### src/rtl/duc_pkg.sv
// Shared state encoding and DUC-facing constants for the frame arbiter.
package duc_pkg;
    typedef enum logic [2:0] {IDLE, ARB, XFER, DRAIN, GAP} arb_state_t;
    localparam int DUC_TABLE_LEN = 680;
    localparam int DUC_DW        = 8;
endpackage

### src/rtl/duc_axis_reg.sv
// Single-stage AXI-stream register; data holds while valid and not ready.
module duc_axis_reg #(
    parameter int W = 17
) (
    input  logic         i_clk,
    input  logic         i_rst_n,
    input  logic         i_s_valid,
    output logic         o_s_ready,
    input  logic [W-1:0] i_s_data,
    output logic         o_m_valid,
    input  logic         i_m_ready,
    output logic [W-1:0] o_m_data
);
    logic         r_valid;
    logic [W-1:0] r_data;

    assign o_s_ready = !r_valid || i_m_ready;
    assign o_m_valid = r_valid;
    assign o_m_data  = r_data;

    always_ff @(posedge i_clk or negedge i_rst_n) begin
        if (!i_rst_n) begin
            r_valid <= 1'b0;
            r_data  <= '0;
        end else if (i_s_valid && o_s_ready) begin
            r_valid <= 1'b1;
            r_data  <= i_s_data;
        end else if (i_m_ready) begin
            r_valid <= 1'b0;
        end
    end
endmodule

### src/rtl/duc_frame_arb.sv
// Frame-granular arbiter between payload (src 0) and pilot (src 1) I/Q streams,
// with truncation at the carrier-table length and a forced inter-frame gap.
module duc_frame_arb #(
    parameter int MAX_LEN = duc_pkg::DUC_TABLE_LEN,
    parameter int GAP     = 4,
    parameter int DW      = duc_pkg::DUC_DW
) (
    input  logic          aclk,
    input  logic          aresetn,
    input  logic          enable,
    input  logic          prio_mode,
    input  logic          s0_tvalid,
    output logic          s0_tready,
    input  logic [DW-1:0] s0_tdata_i,
    input  logic [DW-1:0] s0_tdata_q,
    input  logic          s0_tlast,
    input  logic          s1_tvalid,
    output logic          s1_tready,
    input  logic [DW-1:0] s1_tdata_i,
    input  logic [DW-1:0] s1_tdata_q,
    input  logic          s1_tlast,
    output logic          m_tvalid_i,
    output logic          m_tvalid_q,
    input  logic          m_tready_i,
    input  logic          m_tready_q,
    output logic [DW-1:0] m_tdata_i,
    output logic [DW-1:0] m_tdata_q,
    output logic          m_tlast_i,
    output logic          m_tlast_q,
    output logic [1:0]    grant,
    output logic [15:0]   frame_cnt0,
    output logic [15:0]   frame_cnt1,
    output logic          overlen_err
);
    import duc_pkg::*;

    localparam int BW = $clog2(MAX_LEN + 1);
    localparam int GW = (GAP > 1) ? $clog2(GAP) : 1;

    arb_state_t     r_state, w_next;
    logic [1:0]     r_grant;
    logic           r_pick, r_last_src, r_overlen;
    logic [BW-1:0]  r_beat_cnt;
    logic [GW-1:0]  r_gap_cnt;
    logic [15:0]    r_frame_cnt0, r_frame_cnt1;

    logic           w_m_rdy, w_reg_rdy, w_reg_vld;
    logic           w_src_vld, w_src_last, w_acc, w_drop;
    logic           w_beat_max, w_frm_done, w_trunc, w_gap_done, w_pick;
    logic [DW-1:0]  w_src_i, w_src_q;
    logic [2*DW:0]  w_reg_din, w_reg_dout;

    assign w_m_rdy    = m_tready_i & m_tready_q;
    assign w_src_vld  = r_grant[1] ? s1_tvalid  : s0_tvalid;
    assign w_src_last = r_grant[1] ? s1_tlast   : s0_tlast;
    assign w_src_i    = r_grant[1] ? s1_tdata_i : s0_tdata_i;
    assign w_src_q    = r_grant[1] ? s1_tdata_q : s0_tdata_q;
    assign w_beat_max = (r_beat_cnt == BW'(MAX_LEN - 1));
    assign w_frm_done = (w_acc | w_drop) & w_src_last;
    assign w_trunc    = w_acc & w_beat_max & ~w_src_last;
    assign w_gap_done = (int'(r_gap_cnt) >= GAP - 1);

    // Round-robin ties go to whichever source was not served last.
    always_comb begin
        if (prio_mode)
            w_pick = s1_tvalid;
        else if (s0_tvalid && s1_tvalid)
            w_pick = ~r_last_src;
        else
            w_pick = s1_tvalid;
    end

    always_ff @(posedge aclk or negedge aresetn) begin
        if (!aresetn) r_state <= IDLE;
        else          r_state <= w_next;
    end

    always_comb begin
        w_next = r_state;
        case (r_state)
            IDLE:        if (enable && (s0_tvalid || s1_tvalid)) w_next = ARB;
            ARB:         w_next = XFER;
            XFER, DRAIN: begin
                if (w_frm_done)   w_next = (GAP == 0) ? IDLE : duc_pkg::GAP;
                else if (w_trunc) w_next = DRAIN;
            end
            duc_pkg::GAP: if (w_gap_done) w_next = IDLE;
            default:     w_next = IDLE;
        endcase
    end

    always_comb begin
        s0_tready = 1'b0;
        s1_tready = 1'b0;
        w_acc     = 1'b0;
        w_drop    = 1'b0;
        case (r_state)
            XFER: begin
                s0_tready = r_grant[0] & w_reg_rdy;
                s1_tready = r_grant[1] & w_reg_rdy;
                w_acc     = w_src_vld & w_reg_rdy;
            end
            DRAIN: begin
                s0_tready = r_grant[0];
                s1_tready = r_grant[1];
                w_drop    = w_src_vld;
            end
            default: ;
        endcase
    end

    // The pick is latched every IDLE cycle so a source dropping valid in ARB keeps its grant.
    always_ff @(posedge aclk or negedge aresetn) begin
        if (!aresetn) begin
            r_grant      <= '0;
            r_pick       <= 1'b0;
            r_last_src   <= 1'b1;
            r_overlen    <= 1'b0;
            r_beat_cnt   <= '0;
            r_gap_cnt    <= '0;
            r_frame_cnt0 <= '0;
            r_frame_cnt1 <= '0;
        end else begin
            r_overlen <= w_trunc;
            r_gap_cnt <= (r_state == duc_pkg::GAP) ? r_gap_cnt + 1'b1 : '0;
            if (r_state == IDLE) r_pick <= w_pick;
            if (r_state == ARB) begin
                r_grant    <= r_pick ? 2'b10 : 2'b01;
                r_beat_cnt <= '0;
            end
            if (w_acc) r_beat_cnt <= r_beat_cnt + 1'b1;
            if (w_frm_done) begin
                r_grant    <= '0;
                r_last_src <= r_grant[1];
                if (r_grant[1]) r_frame_cnt1 <= r_frame_cnt1 + 1'b1;
                else            r_frame_cnt0 <= r_frame_cnt0 + 1'b1;
            end
        end
    end

    assign w_reg_din = {w_src_i, w_src_q, w_src_last | w_beat_max};

    duc_axis_reg #(.W(2*DW+1)) u_oreg (
        .i_clk     (aclk),
        .i_rst_n   (aresetn),
        .i_s_valid (w_acc),
        .o_s_ready (w_reg_rdy),
        .i_s_data  (w_reg_din),
        .o_m_valid (w_reg_vld),
        .i_m_ready (w_m_rdy),
        .o_m_data  (w_reg_dout)
    );

    assign m_tvalid_i  = w_reg_vld;
    assign m_tvalid_q  = w_reg_vld;
    assign m_tdata_i   = w_reg_dout[2*DW:DW+1];
    assign m_tdata_q   = w_reg_dout[DW:1];
    assign m_tlast_i   = w_reg_dout[0];
    assign m_tlast_q   = w_reg_dout[0];
    assign grant       = r_grant;
    assign frame_cnt0  = r_frame_cnt0;
    assign frame_cnt1  = r_frame_cnt1;
    assign overlen_err = r_overlen;
endmodule

### config.mk
export PLATFORM = sky130hd
export DESIGN_NAME = duc_frame_arb
export DESIGN_NICKNAME = d
export VERILOG_FILES = /design/src/rtl/duc_pkg.sv /design/src/rtl/duc_axis_reg.sv /design/src/rtl/duc_frame_arb.sv
export SDC_FILE = /design/constraint.sdc
export NUM_CORES = 1
export LEC_CHECK = 0
export CORE_ASPECT_RATIO = 1.25
export CORE_UTILIZATION = 51
export DETAILED_ROUTE_END_ITERATION = 8
export PLACE_DENSITY_LB_ADDON = 0.15
export SKIP_LAST_GASP = 1
export SLEW_MARGIN = 30
export SYNTH_ARGS = -nofsm -noshare
export SYNTH_HDL_FRONTEND = slang
export SYNTH_SLANG_ARGS = --single-unit
### constraint.sdc
create_clock -name aclk -period 3.71 [get_ports aclk]
set_input_delay 0.742 -clock aclk [delete_from_list [all_inputs] [get_ports aclk]]
set_output_delay 0.742 -clock aclk [all_outputs]
set_load 0.005 [all_outputs]
==> results <==
flip-flops by register name, indices dropped and copies added, names as in the netlist:
signal            cells
r_gap_cnt             2
r_last_src            1
frame_cnt1           16
frame_cnt0           16
r_state               3
u_oreg.o_m_valid      1
u_oreg.o_m_data      17
r_pick                1
overlen_err           1
grant                 2
r_beat_cnt           10
power groups by stage:
stage               clock, mW  combinational (mW)  sequential, mW
floorplan                   0               0.507            1.08
finish                  0.753               0.875            1.15
global placement            0               0.849            1.15
global route            0.797               0.960            1.18
detailed placement          0               0.872            1.16
CTS                     0.766               0.884            1.15
worst max-delay path: cells and delay by family:
kind	cells	cell delay, ns
AOI/OAI and AO/OA	2	0.69
buffers and inverters	2	0.87
and+or+nand+nor	1	0.21
worst paths after layout:
path,from,endpoint,slack [ns],cells past startpoint
min in group asynchronous,aresetn,r_beat_cnt[4],0.47,2
worst min-delay path,r_gap_cnt[0],r_gap_cnt[0],0.44,1
worst min register to register,r_gap_cnt[0],r_gap_cnt[0],0.44,1
worst max register to register,grant[1],u_oreg.o_m_data[1],1.38,4
worst max-delay path,m_tready_i,s1_tready,0.45,5
max in group asynchronous,aresetn,grant[1],2.74,2
cell type report:
type | instances | area, sq um
fillers | 479 | 1640
flip-flops and latches | 70 | 1750
well taps | 85 | 106
repair buffers | 100 | 995
clock buffers | 11 | 141
multi-input cells | 224 | 1470
clock inverters | 5 | 106
inverters | 9 | 33.8
cell families (layout without fill, tap and decap cells):
kind of cell,after synthesis,in the layout,synth area share [%]
simple gates,121,121,18.6
flops,70,70,52.7
compound gates,43,43,8.40
xor+xnor,30,30,7.91
mux,26,26,7.91
buf+inv,21,125,2.90
fa+ha+maj,4,4,1.51
metal layers:
metal / part of all wire, % / vias to the layer above / wire length, microns / track usage (%)
met5: 0 / - / 0 / 0
met4: 1.2 / 0 / 89 / 10.1
met3: 5.6 / 8 / 430 / 5.93
met2: 51 / 72 / 3940 / 38.9
met1: 42 / 1323 / 3210 / 30.3
li1: - / 1306 / - / -
synth_stat cells (3+ instances only):
library cell	n
sky130_fd_sc_hd__and3_1	6
sky130_fd_sc_hd__dfrtp_1	69
sky130_fd_sc_hd__nor2_1	14
sky130_fd_sc_hd__nand3_1	17
sky130_fd_sc_hd__o21ai_0	23
sky130_fd_sc_hd__a21oi_1	4
sky130_fd_sc_hd__inv_1	8
sky130_fd_sc_hd__nand2_1	43
sky130_fd_sc_hd__xor2_1	14
sky130_fd_sc_hd__buf_2	4
sky130_fd_sc_hd__mux2i_1	24
sky130_fd_sc_hd__nor3_1	10
sky130_fd_sc_hd__clkbuf_1	4
sky130_fd_sc_hd__o211ai_1	3
sky130_fd_sc_hd__ha_1	4
sky130_fd_sc_hd__buf_4	3
sky130_fd_sc_hd__xnor2_1	16
sky130_fd_sc_hd__nand4_1	12
==> results.sh <==
export IMPL_instances_no_fill=504
export IMPL_finalNetCount=460
export IMPL_pin_count=99
export IMPL_cpPeakStageDelay_ns=0.45
export IMPL_finalHoldViolations=0
export IMPL_finalCritPeriodShare_pct=87.8
export IMPL_power_leakage_nw=2.06
export IMPL_ctsLongestPathBuffers=2
export IMPL_worst_path_most_repeated_cell="sky130_fd_sc_hd__clkdlybuf4s50_1"
export IMPL_wl_per_cell_microns=15.2
export IMPL_synth_top_cell_by_area="sky130_fd_sc_hd__dfrtp_1"
export IMPL_timing_max_slew_rel_slack_pct=54.8
export IMPL_num_antenna_cells=0
export IMPL_synth_seq_cells=70
export IMPL_clkTransAtPathRegs_ns=0.07
export IMPL_cts_hold_fix_buffers=0
export IMPL_p_switching_mw=0.872
export IMPL_clk_latency_ns=0.35
export IMPL_post_cts_resize_count=0
export IMPL_share_seq_of_total_power_pct=41.3
export IMPL_yosys_warnings=0
export IMPL_cp_arrival_ns=2.52
export IMPL_placeableCoreArea_sq_um=6250
export IMPL_die_w_microns=74.2
export IMPL_rsz0062_at_grt="false"
export IMPL_post_route_worst_setup_slack_ns=0.451
export IMPL_power_share_combinational_pct=31.5
export IMPL_switching_share_pct=31.4
export IMPL_critPathMaxFanout=4
export IMPL_drt_initial_drc_count=128
export IMPL_standard_cell_with_the_maximum_stage_delay_on_the_critical_path="sky130_fd_sc_hd__a21boi_1"
export IMPL_synth_largest_type_area_fraction_pct=52.0
export IMPL_preCtsSetupSlack_ns=0.481
export IMPL_synth_top_cells_by_area="sky130_fd_sc_hd__dfrtp_1, sky130_fd_sc_hd__mux2i_1, sky130_fd_sc_hd__nand2_1, sky130_fd_sc_hd__xnor2_1, sky130_fd_sc_hd__xor2_1"
export IMPL_postSynthNetCount=361
export IMPL_cts_max_level=3
export IMPL_detailroute_via_count=2709
export IMPL_fin_area_sq_um=4610
export IMPL_grt_pass1_wl_microns=12300
export IMPL_fmax_mhz=307
export IMPL_die_footprint_sq_um=6840
export IMPL_setup_tns_ns=0
export IMPL_globalplace_congestion=0.824
export IMPL_worst_pin_slew_ns=0.676
export IMPL_clock_sinks=70
export IMPL_port_buffers=98
export IMPL_hold_path_class="reg2reg"
export IMPL_grt_max_degree=71
export IMPL_portion_of_total_power_attributed_to_the_clock_network_pct=27.1
export IMPL_synthesis_area_per_instance_sq_um=10.5
export IMPL_grt_overflow_total=0
export IMPL_post_route_drc_count=0
export IMPL_endpoint_kind="primary output"
export IMPL_outcome="finished, final reports clean"
export IMPL_synth_cell_type_count=47
export IMPL_ys_flop_type="sky130_fd_sc_hd__dfrtp_1"
export IMPL_worstSetupPathType="in2out"
export IMPL_place_area_sq_um=4360
export IMPL_hpwl_after_detailed_placement_microns=5370
export IMPL_maxCapViolCount=0
export IMPL_route_final_wire_length_microns=7660
export IMPL_post_cts_buffers=0
export IMPL_area_delta_synth_final_pct=38.7
export IMPL_drive_gt1_share_pct=6.92
export IMPL_clock_skew_ns=0.00758
export IMPL_ant_nets=0
export IMPL_floorplan_die_height_microns=92.3
export IMPL_seq_area_frac_synth_pct=52.7
export IMPL_grtUsageTotal_pct=24.1
export IMPL_number_of_cts_inserted_buffers=9
export IMPL_synth_edf_count=0
export IMPL_number_of_antenna_violations_at_the_first_check_in_global_routing=0
export IMPL_synth_cell_area_sq_um=3320
export IMPL_placement_rows=32
export IMPL_synth_cells=315
export IMPL_post_route_min_period_ns=3.26
export IMPL_cts_root_buffer="sky130_fd_sc_hd__clkbuf_8"
export IMPL_setup_violations_final=0
export IMPL_hold_ws_ns=0.437
export IMPL_slew_viol_final=0
export IMPL_total_power_mw=2.77
export IMPL_cellInternalPower_mw=1.90
export IMPL_startpoint_type_of_the_worst_setup_path="input port"
export IMPL_initial_utilization_pct=53.2
export IMPL_cp_required_ns=2.97
export IMPL_layout_cells_most_common="sky130_fd_sc_hd__clkdlybuf4s50_1"
export IMPL_clock_tree_from_tritoncts="yes"
export IMPL_first_global_vias=2636
export IMPL_crit_path_cell_trace="clkdlybuf4s50_1 > a21boi_1 > a21oi_1 > and2_1 > clkdlybuf4s50_1"
export IMPL_asyncSetResetFlopFracSynth_pct=100
export IMPL_viasPerCell=5.38
export IMPL_postLayoutCoreUtil_pct=73.8
export IMPL_layout_common_cells="sky130_fd_sc_hd__clkdlybuf4s50_1, sky130_fd_sc_hd__dfrtp_1, sky130_fd_sc_hd__nand2_1"
export IMPL_dpl_cell_count=488
export IMPL_drt_pass1_iterations=4
export IMPL_vdd_ir_drop_max_mv=0.340
export IMPL_power_density_cell_area_nw_per_um2=602
Power figures use the tool's default switching activity.
